`src/rtl/hilo_unit_if.sv`:
```
// hilo_unit_if: bundles the HI/LO unit request/response signals.
//   master : pipeline side (drives start/res/MT/read requests, observes HI/LO and status)
//   slave  : hilo_unit side
// Signals:
//   start, res_valid, res[2*WIDTH]        -- mult/div issue and result strobe
//   mthi_we, mtlo_we, mt_data[WIDTH]      -- MTHI/MTLO writes
//   rd_req, rd_sel, rd_data[WIDTH]        -- MFHI/MFLO reads (rd_sel: 1 = HI, 0 = LO)
//   hi_out, lo_out, busy, stall, err      -- state and status
interface hilo_unit_if #(
  parameter int unsigned WIDTH = 32
);
  logic               start;
  logic               res_valid;
  logic [2*WIDTH-1:0] res;
  logic               mthi_we;
  logic               mtlo_we;
  logic [WIDTH-1:0]   mt_data;
  logic               rd_req;
  logic               rd_sel;
  logic [WIDTH-1:0]   hi_out;
  logic [WIDTH-1:0]   lo_out;
  logic [WIDTH-1:0]   rd_data;
  logic               busy;
  logic               stall;
  logic               err;

  modport master (
    output start, res_valid, res, mthi_we, mtlo_we, mt_data, rd_req, rd_sel,
    input  hi_out, lo_out, rd_data, busy, stall, err
  );

  modport slave (
    input  start, res_valid, res, mthi_we, mtlo_we, mt_data, rd_req, rd_sel,
    output hi_out, lo_out, rd_data, busy, stall, err
  );
endinterface

```
`src/rtl/hilo_unit.sv`:
```
// hilo_unit: HI/LO register pair with a pending-result tracker and timeout.
//   An issued mult/div (start) moves the unit to PEND until the result strobe
//   arrives or TIMEOUT cycles elapse (then err is set, sticky until reset).
//   MTHI/MTLO writes are taken only in IDLE; reads/writes during PEND raise stall.
// Ports:
//   clk   -- clock, rising edge
//   reset -- asynchronous, active-high
//   bus   -- hilo_unit_if.slave (see interface for signal list)
// Parameters:
//   WIDTH   -- HI/LO width; result bus is 2*WIDTH
//   TIMEOUT -- max PEND cycles before abort, 1..255
// Configuration:
//   HILO_BYPASS_EN -- when defined, rd_data forwards same-cycle write data.
module hilo_unit #(
  parameter int unsigned WIDTH   = 32,
  parameter int unsigned TIMEOUT = 40
) (
  input logic        clk,
  input logic        reset,
  hilo_unit_if.slave bus
);

  typedef enum logic [0:0] {StIdle, StPend} state_e;

  localparam logic [7:0] TimeoutVal = 8'(TIMEOUT);

  state_e           state_q;
  logic [7:0]       cnt_q;
  logic [WIDTH-1:0] hi_q;
  logic [WIDTH-1:0] lo_q;
  logic             err_q;

  always_ff @(posedge clk or posedge reset) begin
    if (reset) begin
      state_q <= StIdle;
      cnt_q   <= 8'd0;
      hi_q    <= '0;
      lo_q    <= '0;
      err_q   <= 1'b0;
    end else begin
      case (state_q)
        StIdle: begin
          // A result strobe in IDLE is deliberately ignored.
          if (bus.mthi_we) hi_q <= bus.mt_data;
          if (bus.mtlo_we) lo_q <= bus.mt_data;
          if (bus.start) begin
            state_q <= StPend;
            cnt_q   <= TimeoutVal;
          end
        end
        StPend: begin
          if (bus.res_valid) begin
            hi_q <= bus.res[2*WIDTH-1:WIDTH];
            lo_q <= bus.res[WIDTH-1:0];
            if (bus.start) begin
              // Back-to-back issue: stay pending for the new operation.
              cnt_q <= TimeoutVal;
            end else begin
              state_q <= StIdle;
              cnt_q   <= 8'd0;
            end
          end else if (cnt_q <= 8'd1) begin
            state_q <= StIdle;
            cnt_q   <= 8'd0;
            err_q   <= 1'b1;
          end else begin
            // start without a result is ignored: no reload here.
            cnt_q <= cnt_q - 8'd1;
          end
        end
        default: begin
          state_q <= StIdle;
          cnt_q   <= 8'd0;
        end
      endcase
    end
  end

  logic busy;
  assign busy = (state_q == StPend);

  always_comb begin
    bus.rd_data = bus.rd_sel ? hi_q : lo_q;
`ifdef HILO_BYPASS_EN
    if (busy && bus.res_valid) begin
      bus.rd_data = bus.rd_sel ? bus.res[2*WIDTH-1:WIDTH] : bus.res[WIDTH-1:0];
    end else if (!busy && bus.rd_sel && bus.mthi_we) begin
      bus.rd_data = bus.mt_data;
    end else if (!busy && !bus.rd_sel && bus.mtlo_we) begin
      bus.rd_data = bus.mt_data;
    end
`endif
  end

  assign bus.hi_out = hi_q;
  assign bus.lo_out = lo_q;
  assign bus.busy   = busy;
  assign bus.stall  = busy & (bus.rd_req | bus.mthi_we | bus.mtlo_we);
  assign bus.err    = err_q;

endmodule

```
`src/flat_wrapper.sv`:
```
// flat-port wrapper written by rule: the top's interface ports become plain ports
module hilo_unit_flat 
#(
  parameter int unsigned WIDTH   = 32,
  parameter int unsigned TIMEOUT = 40
)
  (clk, reset, bus_start, bus_res_valid, bus_res, bus_mthi_we, bus_mtlo_we, bus_mt_data, bus_rd_req, bus_rd_sel, bus_hi_out, bus_lo_out, bus_rd_data, bus_busy, bus_stall, bus_err);
  hilo_unit_if #(.WIDTH(WIDTH)) bus_i ();
  input logic clk;
  input logic reset;
  input wire logic [$bits(bus_i.start)-1:0] bus_start;
  input wire logic [$bits(bus_i.res_valid)-1:0] bus_res_valid;
  input wire logic [$bits(bus_i.res)-1:0] bus_res;
  input wire logic [$bits(bus_i.mthi_we)-1:0] bus_mthi_we;
  input wire logic [$bits(bus_i.mtlo_we)-1:0] bus_mtlo_we;
  input wire logic [$bits(bus_i.mt_data)-1:0] bus_mt_data;
  input wire logic [$bits(bus_i.rd_req)-1:0] bus_rd_req;
  input wire logic [$bits(bus_i.rd_sel)-1:0] bus_rd_sel;
  output wire logic [$bits(bus_i.hi_out)-1:0] bus_hi_out;
  output wire logic [$bits(bus_i.lo_out)-1:0] bus_lo_out;
  output wire logic [$bits(bus_i.rd_data)-1:0] bus_rd_data;
  output wire logic [$bits(bus_i.busy)-1:0] bus_busy;
  output wire logic [$bits(bus_i.stall)-1:0] bus_stall;
  output wire logic [$bits(bus_i.err)-1:0] bus_err;
  assign bus_i.start = bus_start;
  assign bus_i.res_valid = bus_res_valid;
  assign bus_i.res = bus_res;
  assign bus_i.mthi_we = bus_mthi_we;
  assign bus_i.mtlo_we = bus_mtlo_we;
  assign bus_i.mt_data = bus_mt_data;
  assign bus_i.rd_req = bus_rd_req;
  assign bus_i.rd_sel = bus_rd_sel;
  assign bus_hi_out = bus_i.hi_out;
  assign bus_lo_out = bus_i.lo_out;
  assign bus_rd_data = bus_i.rd_data;
  assign bus_busy = bus_i.busy;
  assign bus_stall = bus_i.stall;
  assign bus_err = bus_i.err;
  hilo_unit #(.WIDTH(WIDTH), .TIMEOUT(TIMEOUT)) u_core (.clk(clk), .reset(reset), .bus(bus_i));
endmodule
```
`config.mk`:
```
export PLATFORM = sky130hd
export DESIGN_NAME = hilo_unit_flat
export DESIGN_NICKNAME = d
export VERILOG_FILES = /design/src/rtl/hilo_unit_if.sv /design/src/rtl/hilo_unit.sv /design/src/flat_wrapper.sv
export SDC_FILE = /design/constraint.sdc
export NUM_CORES = 1
export LEC_CHECK = 0
export CELL_PAD_IN_SITES_DETAIL_PLACEMENT = 0
export CELL_PAD_IN_SITES_GLOBAL_PLACEMENT = 1
export CORE_MARGIN = 2
export CORE_UTILIZATION = 28
export DETAILED_ROUTE_END_ITERATION = 8
export GPL_ROUTABILITY_DRIVEN = 0
export GPL_TIMING_DRIVEN = 0
export PLACE_DENSITY = 0.86
export SLEW_MARGIN = 5
export SYNTH_ARGS = -nofsm -noshare
export SYNTH_HDL_FRONTEND = slang
export SYNTH_SLANG_ARGS = --single-unit
export TNS_END_PERCENT = 100
```
`constraint.sdc`:
```
create_clock -name clk -period 2.4 [get_ports clk]
set_input_delay 0.24 -clock clk [delete_from_list [all_inputs] [get_ports clk]]
set_output_delay 0.24 -clock clk [all_outputs]
set_load 0.01 [all_outputs]
```
==> results of run 1 <==
## final timing paths
path                                              end       startpoint  slack [ns]
worst min register to register         u_core.bus.err   u_core.bus.err        0.47
worst max register to register  u_core.bus.lo_out[20]  u_core.bus.busy        0.22
worst min-delay path                  u_core.cnt_q[5]            reset        0.26
min in group clk                       u_core.bus.err   u_core.bus.err        0.47
max in group asynchronous        u_core.bus.lo_out[3]            reset        1.57
worst max-delay path                        bus_stall  u_core.bus.busy        0.11
## cells by family (layout without fill, tap and decap cells)
group,Yosys count,after routing,synth area share (%)
flip-flops,74,74,48.9
AO/OA/AOI/OAI,145,145,20.8
buffers and inverters,34,251,3.57
AND/OR/NAND/NOR,126,126,16.0
multiplexers,34,34,10.0
adder cells (fa/ha/maj),2,2,0.660
## registers in the layout (all words and copies together), names as in the netlist
name,cells
u_core.bus.busy,1
u_core.bus.err,1
u_core.bus.hi_out,32
u_core.bus.lo_out,32
u_core.cnt_q,8
## worst max-delay path: stages, from the launching register on
cell and delay (ns):
dfrtp_1 0.34, buf_2 0.19, buf_4 0.24, buf_6 0.24
o31a_1 0.16, clkdlybuf4s50_1 0.53
## routing by layer
layer  share of wire (%)  vias up  routed length (µm)
met3                 7.2       17                1010
met5                   0        -                   0
met1                  42     1924                5920
li1                    -     1883                   -
met2                  49      172                6940
met4                 1.5        0                 211
## stage by stage
stage               hold slack [ns]  area [µm²]  total power, W  std cells
global placement              0.446        6020         0.00447        792
floorplan                     0.361        3790         0.00302        415
detailed placement            0.449        6050         0.00454        793
CTS                           0.269        6390         0.00611        808
finish                        0.264        6390         0.00604        808
global route                  0.299        6390         0.00640        808
## timing repair
action / CTS / global route
setup endpoints to repair: 1 / 0
setup buffers: 0 / 0
endpoints found under the hold margin: 0 / 0
resized for setup: 3 / 0
## where the power goes
part	internal, W	switching (W)	leakage [nW]
clock	0.00101	0.000523	0.166
combinational	0.00140	0.00116	1.47
sequential	0.00161	0.000342	0.915
## layout make-up
class / count / area share (%)
flip-flops and latches: 74 / 29.0
well taps: 176 / 3.45
plain buffers: 28 / 1.90
repair buffers: 202 / 31.9
clock inverters: 6 / 1.64
multi-input cells: 307 / 28.2
clock buffers: 10 / 3.58
inverters: 5 / 0.333
## cells in the final DEF (no fill, tap or decap), drive strengths merged, types with 2 or more instances in the layout
master / count
nor2b: 35
nor3: 2
clkdlybuf4s50: 201
dfrtp: 74
nand4: 2
nor2: 4
nand2: 71
nand3: 3
buf: 11
nor3b: 2
clkinv: 3
clkbuf: 28
a21oi: 65
nor4: 2
mux2: 32
o211ai: 2
o21ai: 67
mux2i: 2
bufinv: 3
inv: 5
o41ai: 2
ha: 2
==> results.toml, run 1 <==
[outcome]
status = "completed"

[detailed_routing]
first_pass_iters = 4
drt-initial-drc-count = 229
ant_nets = 0
dr_total_vias = 3996
drc = 0
wl_per_cell_um = 17.4
wl_mm = 14.1
vias_per_cell = 4.95

[grt]
gr-usage-met1_pct = 24.3
grt_pass1_vias = 4089
grt_usage_pct = 19.4
grt_busiest_layer = "met2"
grt_max_degree = 47
grt_util_met3_pct = 3.87
antenna_found_initial = 0
met2_usage_pct = 33.3
overflow = 0
grt_pass1_wl_mm = 21.8

[clocking]
clock-root-buffer = "clkbuf_16"
cts_max_level = 3
clk_latency_ns = 0.33
numCtsBuffers = 9
clk_pin_slew_ns = 0.06
cts_buffer_depth = 2
cts_tree = "yes"
cts_sinks = 74
cts_hold_buffers = 0

[die]
die-area_um2 = 14500
std_cell_rows = 42
die_x_um = 120
fp.dieH_um = 120
design.portCount = 203
core_region_area_um2 = 13200
floorplan.initialDensity_pct = 28.6

[timing]
fmax_ghz = 0.437
hold_viol_final = 0
worst_slack_ns = 0.113
drv_slew = 0
finClkSkew_ns = 0.00293
fin_crit_sh_pct = 95.3
setup_viol = 0
fin_crit_ns = 2.29
setup_tns_ns = 0
rsz0062_at_grt = "no"
relSlewSlack_pct = 34.0
worst_slew_pin_slew_ns = 0.963

[power_and_ir_drop]
power_leakage_nw = 2.55
powerDensity_nw_per_um2 = 946
ir_drop_mv = 0.342

[cells_and_area]
diodes = 0
post-route-util_pct = 48.3
drive_gt1_share_pct = 9.49
nets = 733
fillers = 1281
multiInputGateArea_um2 = 1800
area_growth_pct = 68.6
seqCellArea_um2 = 1850

[logic_synthesis]
synthesis.nets = 521
synth_commonest_cells = "dfrtp_1, nand2_1, o21ai_0"
netlist_area_um2 = 3790
synth_top_cell_by_area = "dfrtp_1"
yosys_warnings = 0
synth_area_leaders = "dfrtp_1, mux2_2, o21ai_0"
async_reset_ff_share_pct = 100
synth-seq-cells = 74
yosysMostFrequentCell = "dfrtp_1"
synth_edf_count = 0
yosysSeqAreaShare_pct = 48.9
synth.distinct_cells = 36
syn_inst = 415
synth.avg_cell_area_um2 = 9.13
synth.top_cell.area_share_pct = 48.9
synth_ff_type = "dfrtp_1"

[worst_setup_path]
worstPathMaxFanout = 19
worstPathRequired_ns = 2.16
critPathKind = "reg2out"
ff2ff_path_depth = 4
cp.arrival_ns = 2.05
critPathCaptureType = "output port"
startpoint_type = "register"

[place]
place_ws_ns = -0.250
port_buffers = 201
dp_hpwl_mm = 10.4

[hold_path]
hp-class = "in2async"

[job]
drv_cap = 0
No activity file was read; power rests on OpenSTA's default activity.
==> run 2, diff against run 1 <==
--- a/config.mk
+++ b/config.mk
@@ -13,6 +13,7 @@
 export GPL_ROUTABILITY_DRIVEN = 0
 export GPL_TIMING_DRIVEN = 0
 export PLACE_DENSITY = 0.86
+export RECOVER_POWER = 50
 export SLEW_MARGIN = 5
 export SYNTH_ARGS = -nofsm -noshare
 export SYNTH_HDL_FRONTEND = slang
==> run 2 against run 1 <==
  * Core utilization fell by 0.16 points
  * Non-clock buffer count did not move
  * Critical path depth unchanged
  * Final cell count unchanged
  * Register-to-register slack got worse by 0.05 ns
  * Power decreased by 1.7%
  * Sequential share of layout area increased by 0.097 points
  * Setup slack better by 0.0080 ns
  * Clock skew rose by 0.00058 ns
  * Sequential power about the same
  * Critical endpoint unchanged
  * Largest cell class unchanged
  * Largest power group unchanged
  * Highest routed layer unchanged
==> results.toml, run 2 (synthesized netlist as in run 1, its figures left out) <==
[detailed_routing]
ant_nets = 0
first_pass_iters = 4
wl_mm = 14.1
drt-initial-drc-count = 204
dr_total_vias = 3992
vias_per_cell = 4.94
wl_per_cell_um = 17.4
drc = 0

[clocking]
clock-root-buffer = "clkbuf_16"
clk_latency_ns = 0.33
cts_max_level = 3
clk_pin_slew_ns = 0.06
numCtsBuffers = 9
cts_sinks = 74
cts_buffer_depth = 2
cts_tree = "yes"

[die]
fp.dieH_um = 120
die-area_um2 = 14500
floorplan.initialDensity_pct = 28.6
design.portCount = 203
die_x_um = 120
std_cell_rows = 42
core_region_area_um2 = 13200

[cells_and_area]
drive_gt1_share_pct = 9.49
layout.cells.non_filler = 808
post-route-util_pct = 48.1
layout_common_cells = "clkdlybuf4s50_1, dfrtp_1, nand2_1, o21ai_0, a21oi_1"
nets = 733
area_growth_pct = 68.1
final_common_cell = "clkdlybuf4s50_1"
diodes = 0

[place]
dp.cells = 793
port_buffers = 201
dp_hpwl_mm = 10.4

[grt]
grt_pass1_wl_mm = 21.8
grt_max_degree = 47
overflow = 0
grt_pass1_vias = 4089
antenna_found_initial = 0
grt_usage_pct = 19.4

[job]
drv_cap = 0

[timing]
fin_crit_sh_pct = 94.9
finClkSkew_ns = 0.00351
drv_slew = 0
setup_viol = 0
relSlewSlack_pct = 14.6
hold_viol_final = 0
fmax_ghz = 0.439
setup_tns_ns = 0
worst_slew_pin_slew_ns = 1.27
fin_crit_ns = 2.28
rsz0062_at_grt = "no"

[worst_setup_path]
cp.arrival_ns = 2.04
r2r-end = "u_core.bus.lo_out[20]"
worstPathMaxFanout = 19
startpoint_type = "register"
slowest_delay_ns = 0.53
ff2ff_path_depth = 4
critPathCaptureType = "output port"
worstPathRequired_ns = 2.16
cp_top_family = "buffers and inverters"
cp_slowest_cell = "clkdlybuf4s50_1"
reg2reg_slack_ns = 0.17
r2r-start = "u_core.bus.busy"
critPathKind = "reg2out"
critPathBufInv = 4
crit_chain = "buf_2 -> buf_4 -> buf_6 -> o31a_1 -> clkdlybuf4s50_1"

[power_and_ir_drop]
powerDensity_nw_per_um2 = 933
finalPower_w = 0.00594
power_leakage_nw = 2.59
ir_drop_mv = 0.335

[hold_path]
hp-class = "reg2reg"
worstHoldEndpoint = "u_core.bus.err"
min_from = "u_core.bus.err"
worstHoldPathCells = 1

[outcome]
status = "completed"
[run 2: cell count changes in the layout (fill, tap and decap cells not counted), sizes merged]
cell,delta
clkdlybuf4s50,-50
dlygate4sd3,+50
buf,-1
clkbuf,+1
clkinvlp,+1
inv,-1
[run 2: how the worst max path moves through the flow]
stage | startpoint | end | slack, ns | cells after the start
2_1_floorplan | reset | u_core.bus.busy | 0.28 | 1
3_3_place_gp | reset | u_core.bus.hi_out[1] | -1.06 | 2
3_5_place_dp | u_core.bus.busy | bus_stall | -0.25 | 6
4_1_cts | bus_rd_sel | bus_rd_data[15] | 0.04 | 4
5_1_grt | u_core.bus.busy | bus_stall | 0.01 | 5
6_report | u_core.bus.busy | bus_stall | 0.12 | 5
[run 2: routing by layer]
metal / up-vias / part of all wire [%] / GRT usage (%)
met5: - / 0 / 0
met1: 1924 / 42 / 24.3
li1: 1881 / - / -
met2: 170 / 50 / 33.3
met4: 0 / 1.5 / 6.54
met3: 17 / 7.0 / 3.87
[run 2: metrics by stage]
step           cell area (µm²)  setup WS [ns]  hold WS [ns]
2_1_floorplan             3790          0.278         0.361
3_3_place_gp              6020          -1.06         0.446
3_5_place_dp              6050         -0.250         0.449
4_1_cts                   6390         0.0446         0.269
5_1_grt                   6370         0.0146         0.527
6_report                  6370          0.121         0.464
[run 2: final cells by class]
| cell class | instances | area (µm²) |
|---|---|---|
| Timing Repair Buffer | 202 | 2020 |
| Multi-Input combinational cell | 307 | 1800 |
| Buffer | 28 | 121 |
| Clock buffer | 10 | 229 |
| Fill cell | 1284 | 6870 |
| Clock inverter | 6 | 105 |
| Inverter | 5 | 20.0 |
| Tap cell | 176 | 220 |
| Sequential cell | 74 | 1850 |
[run 2: worst register-to-register path, delay by kind of cell (launching register included)]
family          cells  cell delay, ns
flops               1            0.33
buf+inv             2            0.71
compound gates      1            0.22
mux                 1            0.82
[run 2: report_power, final]
group	switching, W	leakage, nW	internal (W)
Clock	0.000523	0.166	0.00101
Sequential	0.000331	0.915	0.00161
Combinational	0.00116	1.51	0.00131
[run 2: what timing repair did]
action	in CTS	in global routing
resized for setup	3	0
setup buffers	0	0
hold buffers	0	0
endpoints found under the setup margin	1	0
